File: src/rtl/ras_ctrl.sv
// Return-address-stack controller: enable/invalidate sequencing, misprediction-driven
// suspension with cooldown, and RAS-vs-BTB prediction arbitration.
module ras_ctrl #(
  parameter int unsigned MISS_TH  = 3,
  parameter int unsigned COOLDOWN = 64
) (
  input  logic        s_clk_i,
  input  logic        s_resetn_i,
  input  logic        s_cfg_en_i,
  input  logic        s_fencei_i,
  input  logic        s_flush_i,
  input  logic        s_mispred_i,
  input  logic        s_hit_i,
  input  logic [1:0]  s_ras_poped_i,
  input  logic [30:0] s_ras_addr_i,
  input  logic [1:0]  s_btb_pred_i,
  input  logic [30:0] s_btb_addr_i,
  output logic        s_ras_enable_o,
  output logic        s_ras_invalidate_o,
  output logic [1:0]  s_pred_o,
  output logic [30:0] s_pred_addr_o,
  output logic        s_pred_src_o,
  output logic [15:0] s_suspend_cnt_o
);

  localparam int unsigned MISS_W = 4;
  localparam int unsigned COOL_W = 10;
  localparam int unsigned CNT_W  = 16;
  localparam int unsigned ADDR_W = 31;

  localparam logic [MISS_W-1:0] MISS_LAST = MISS_W'(MISS_TH - 1);
  localparam logic [COOL_W-1:0] COOL_LOAD = COOL_W'(COOLDOWN - 1);

  typedef enum logic [1:0] {
    ST_OFF     = 2'd0,
    ST_INVAL   = 2'd1,
    ST_ACTIVE  = 2'd2,
    ST_SUSPEND = 2'd3
  } state_t;

  state_t              state_q, state_d;
  logic [MISS_W-1:0]   miss_q, miss_d;
  logic [COOL_W-1:0]   cool_q, cool_d;
  logic [CNT_W-1:0]    suspend_cnt_q, suspend_cnt_d;

  // State and counter registers
  always_ff @(posedge s_clk_i) begin
    if (!s_resetn_i) begin
      state_q       <= ST_OFF;
      miss_q        <= '0;
      cool_q        <= '0;
      suspend_cnt_q <= '0;
    end else begin
      state_q       <= state_d;
      miss_q        <= miss_d;
      cool_q        <= cool_d;
      suspend_cnt_q <= suspend_cnt_d;
    end
  end

  // Next-state: fence.i beats disable, which beats the per-state rules
  always_comb begin
    state_d       = state_q;
    miss_d        = miss_q;
    cool_d        = cool_q;
    suspend_cnt_d = suspend_cnt_q;

    if (s_fencei_i) begin
      state_d = ST_INVAL;
    end else if (!s_cfg_en_i) begin
      state_d = ST_OFF;
    end else begin
      unique case (state_q)
        ST_OFF:   state_d = ST_INVAL;
        ST_INVAL: state_d = ST_ACTIVE;
        ST_ACTIVE: begin
          if (s_mispred_i) begin
            if (miss_q >= MISS_LAST) begin
              state_d = ST_SUSPEND;
              miss_d  = '0;
              cool_d  = COOL_LOAD;
              if (suspend_cnt_q != {CNT_W{1'b1}}) begin
                suspend_cnt_d = suspend_cnt_q + CNT_W'(1);
              end
            end else if (miss_q != {MISS_W{1'b1}}) begin
              miss_d = miss_q + MISS_W'(1);
            end
          end else if (s_hit_i) begin
            miss_d = '0;
          end
        end
        ST_SUSPEND: begin
          if (cool_q == '0) begin
            state_d = ST_INVAL;
          end else begin
            cool_d = cool_q - COOL_W'(1);
          end
        end
        default: state_d = ST_OFF;
      endcase
    end

    // Miss history never survives a disable or invalidate
    if (state_d == ST_INVAL || state_d == ST_OFF) begin
      miss_d = '0;
    end
  end

  assign s_ras_invalidate_o = (state_q == ST_INVAL);
  assign s_ras_enable_o     = (state_q == ST_ACTIVE);
  assign s_suspend_cnt_o    = suspend_cnt_q;

  logic [1:0] ras_flags;
  assign ras_flags = (state_q == ST_ACTIVE) ? s_ras_poped_i : 2'b00;

  // Earliest slot wins; RAS takes ties
  always_comb begin
    s_pred_o      = 2'b00;
    s_pred_addr_o = '0;
    s_pred_src_o  = 1'b0;
    if (!s_flush_i) begin
      if (ras_flags[0]) begin
        s_pred_o      = 2'b01;
        s_pred_addr_o = s_ras_addr_i;
        s_pred_src_o  = 1'b1;
      end else if (s_btb_pred_i[0]) begin
        s_pred_o      = 2'b01;
        s_pred_addr_o = s_btb_addr_i;
      end else if (ras_flags[1]) begin
        s_pred_o      = 2'b10;
        s_pred_addr_o = s_ras_addr_i;
        s_pred_src_o  = 1'b1;
      end else if (s_btb_pred_i[1]) begin
        s_pred_o      = 2'b10;
        s_pred_addr_o = s_btb_addr_i;
      end else begin
        s_pred_addr_o = ADDR_W'(0);
      end
    end
  end

endmodule

File: config.mk
export PLATFORM = sky130hd
export DESIGN_NAME = ras_ctrl
export DESIGN_NICKNAME = d
export VERILOG_FILES = /design/src/rtl/ras_ctrl.sv
export SDC_FILE = /design/constraint.sdc
export NUM_CORES = 1
export LEC_CHECK = 0
export BUFFER_PORTS_ARGS = -buffer_cell sky130_fd_sc_hd__buf_2
export CELL_PAD_IN_SITES_DETAIL_PLACEMENT = 1
export CELL_PAD_IN_SITES_GLOBAL_PLACEMENT = 1
export CORE_UTILIZATION = 30
export CTS_BUF_LIST = sky130_fd_sc_hd__clkbuf_8 sky130_fd_sc_hd__clkbuf_16
export CTS_CLUSTER_DIAMETER = 30
export DETAILED_ROUTE_END_ITERATION = 10
export PLACE_DENSITY = 0.77
export REMOVE_ABC_BUFFERS = 1
export SYNTH_ARGS = -nofsm -noshare
export SYNTH_HDL_FRONTEND = slang
export SYNTH_SLANG_ARGS = --single-unit
File: constraint.sdc
create_clock -name s_clk_i -period 2.38 [get_ports s_clk_i]
set_input_delay 0.476 -clock s_clk_i [delete_from_list [all_inputs] [get_ports s_clk_i]]
set_output_delay 0.476 -clock s_clk_i [all_outputs]
set_load 0.02 [all_outputs]
==> results.md <==
- Leakage power: around 1.4 nW
- Tightest Hold Check Type: in2reg
- Core area: 0.00725 sq mm
- Netlist area before placement: 0.00225 sq mm
- Slowest library cell on the worst path: sky130_fd_sc_hd__dfxtp_1
- Initial Util: a little under a third
- Synth Flop Type: sky130_fd_sc_hd__dfxtp_1
- CTS root buffer: sky130_fd_sc_hd__clkbuf_8
- Post-CTS Hold Fix Bufs: 0
- Clock tree from TritonCTS: built
- Largest clock skew in the final design: 0.00990 ns
- Global router's overall resource usage: 20.5%
- Cell class contributing the biggest share of worst-path delay: compound AO/OA/AOI/OAI gates
- Worst slew slack as a fraction of its limit: 59.4%
- Actual transition at the worst max-transition pin: 0.605 ns
- Final instance count without filler cells: ~550
- Number of global-route vias before repair: 2627
- Count of synthesis-stage warnings from yosys: 0
- Achievable clock frequency: 459 MHz
- Worst EP arrival: 1.70 ns
- Boundary Pins: 125
- Floorplan die area: 0.00786 sq mm
- Final-report setup violation count: 0
- Number of antenna violations at the first check in global routing: 0
- Pins Over Slew Limit: 0
- Post-CTS clock slew at the launch and capture registers of the worst setup and hold paths: around 0.07 ns
- Gate count after technology mapping: 325
- Top area cells in the synthesized netlist: sky130_fd_sc_hd__dfxtp_1 28%, sky130_fd_sc_hd__nand2_1 13%, sky130_fd_sc_hd__a21oi_1 11%
- Total clock buffers created by CTS: 5
- Worst-case vdd ir drop: between 0.00015 and 0.0002 V
- First-pass GRT wire length: 12700 um
- Final worst path period share: 91.5%
- HPWL Detailed: 6470 um
- Placement-stage cell area: 0.00303 sq mm
- Antenna Cells: 0
- Fraction of final layout cells with drive strength greater than 1: around 34%
- Worst setup SP type: register
- Total congestion overflow: 0
- Critical path origin: state_q[1]$_SDFF_PN0_
- Die Y: approximately 90 um
- Routed vias/inst: ~5.2
- Maximum cell stage delay along the critical path: 0.33 ns
- DRT antenna net count: 0
- Share of the synthesized area in the top cell type: 28.4%
- Setup Fix Bufs, Post-CTS: 0
- Vias after detailed routing: 2834
- Port Buffers: 124
- # DRC: 0
- Number of flops mapped to enable cells by yosys: 0
- Post-synthesis sequential area ratio: 28.4%
- Final Hold Violating Endpoints: 0
- Number of distinct library cell variants in the gate-level netlist after synthesis: 47
- Crit Path Class: reg2out
- Total power consumption of the routed design: approximately 1.2 mW
- Drt first-iter violations: 73
- Clock latency at the later pin of the worst-skew pair: 0.29 ns
- Synthesized area per cell: 6.93 sq um
- Final total negative setup slack: 0 ns
- Final-stage net count: 526
- Total number of placement rows: 31
- RSZ-0062 raised after global routing: false
- H-tree depth: 2
- First-pass detailed-route iteration total: 4
- Number of placed instances with taps included: 541
- Synth Register Bits: 32
- Hold path start: s_fencei_i
- Crit-path cells: nor2b_4, o21ai_0, a21o_1, buf_4, a21oi_1, buf_2
- Wire length reported by the detailed router: 8100 um
- Design Area, Final: 0.00311 sq mm
- FFs w/ async S/R, synth: 0%
- Crit path required time: 1.90 ns
- Total power per unit cell area: 377 mW/mm^2
- Detail-routed net length per standard cell: 14.8 um
- Tmin final: 2.18 ns
- Maxcap violations: 0
- Reg-to-reg critical path startpoint: miss_q[1]$_SDFFE_PP0P_
- Global placer's final weighted congestion: 0.826
- Horizontal extent of the die: about 90 um
- Largest buffer count on any clock path: 2
- FF-to-FF setup slack: 0.33 ns
- Run status: finished clean
- Top cell type by total area after synthesis: sky130_fd_sc_hd__dfxtp_1
- CP Buf/Inv Count: 2
- Growth of design area from synthesis to finish: 38.1%
- Largest net degree at the start of global routing: 32
- Number of clock sinks: 32
- Worst setup EP type: primary output
- Worst Path Max Fanout: 31
[through the flow]
stage          util (%)  hold slack, ns  worst slack, ns
2_1_floorplan         -           0.423           -0.289
3_3_place_gp       41.7           0.438            0.331
3_5_place_dp       41.7           0.460            0.296
4_1_cts            42.8           0.426          0.00946
5_1_grt            42.9           0.427           0.0396
6_report           42.9           0.431            0.202
[cells in the final DEF, fill, tap and decap left out, types with 2 or more instances in the layout]
master,netlist,layout
sky130_fd_sc_hd__nor3_1,8,8
sky130_fd_sc_hd__inv_1,9,10
sky130_fd_sc_hd__or4_4,2,2
sky130_fd_sc_hd__nand4_1,7,7
sky130_fd_sc_hd__nor2_1,10,10
sky130_fd_sc_hd__or2_2,3,3
sky130_fd_sc_hd__nand4b_1,2,2
sky130_fd_sc_hd__or4_1,8,8
sky130_fd_sc_hd__nand2_1,77,77
sky130_fd_sc_hd__nand3_1,11,11
sky130_fd_sc_hd__and2_1,2,2
sky130_fd_sc_hd__dfxtp_1,32,32
sky130_fd_sc_hd__clkbuf_8,0,5
sky130_fd_sc_hd__nand2b_1,7,7
sky130_fd_sc_hd__a31oi_1,4,4
sky130_fd_sc_hd__nor4_1,10,10
sky130_fd_sc_hd__o21ai_0,8,8
sky130_fd_sc_hd__or3_1,8,8
sky130_fd_sc_hd__ha_1,4,4
sky130_fd_sc_hd__buf_4,1,14
sky130_fd_sc_hd__o21a_1,2,2
sky130_fd_sc_hd__a211oi_1,2,2
sky130_fd_sc_hd__o31ai_1,9,9
sky130_fd_sc_hd__mux2i_1,8,8
sky130_fd_sc_hd__a21oi_1,49,49
sky130_fd_sc_hd__buf_2,4,124
[final cells by class]
| cell class | instances | area [sq um] |
|---|---|---|
| fillers | 992 | 4140 |
| multi-input cells | 262 | 1490 |
| repair buffers | 139 | 746 |
| flip-flops and latches | 32 | 641 |
| well taps | 99 | 124 |
| clock buffers | 5 | 68.8 |
| inverters | 9 | 33.8 |
| clock inverters | 2 | 8.76 |
[power breakdown]
part,internal [mW],switching (mW),total [mW]
clock,0.194,0.202,0.397
combinational,0.0991,0.137,0.236
sequential,0.538,0.00252,0.540
[worst reg2reg max path, delay by kind of cell, from the launching register on]
family | cells | cell delay, ns
buf+inv | 1 | 0.16
compound gates | 1 | 0.52
flops | 1 | 0.41
simple gates | 2 | 0.47
mux | 1 | 0.23
fa+ha+maj | 1 | 0.20
[repair_timing]
item                       in CTS  in global routing
setup endpoints to repair       0                 31
gates resized for setup         0                  2
hold endpoints to repair        0                  0
[final timing paths]
| check | end | cells after the start |
|---|---|---|
| min | state_q[0]$_SDFF_PN0_ | 2 |
| min reg2reg | miss_q[3]$_SDFFE_PP0P_ | 2 |
| max | s_pred_addr_o[6] | 6 |
| max reg2reg | cool_q[9]$_SDFFE_PN0P_ | 6 |
[logic make-up (layout without fill, tap and decap cells)]
logic type	Yosys count	after routing	synth area share (%)
flip-flops	32	32	28.4
adder cells (fa/ha/maj)	4	4	2.22
AO/OA/AOI/OAI	85	85	22.3
multiplexers	8	8	3.56
buffers and inverters	31	155	5.94
AND/OR/NAND/NOR	165	165	37.6
[registers in the layout, indices dropped and copies added, names as in the netlist]
name and cells:
state_q 2, s_suspend_cnt_o 16, cool_q 10, miss_q 4
[synth_stat cells (all sizes together) (6+ instances only)]
master / instances
or4: 10
nand3: 11
nand2b: 7
mux2i: 8
nand4: 7
o21ai: 10
nand2: 77
a21oi: 49
nor4: 11
clkbuf: 16
nor2: 10
inv: 9
dfxtp: 32
or3: 8
buf: 6
nor3: 8
o31ai: 9
[layer usage]
metal / wire length [um] / vias up / share of wire [%] / track usage (%)
met5: 0 / - / 0 / 0
met4: 187 / 0 / 2.3 / 6.60
met3: 339 / 15 / 4.2 / 3.54
met2: 3920 / 61 / 48 / 34.5
met1: 3660 / 1338 / 45 / 26.6
li1: - / 1420 / - / -
No activity file was read; power rests on OpenSTA's default activity.
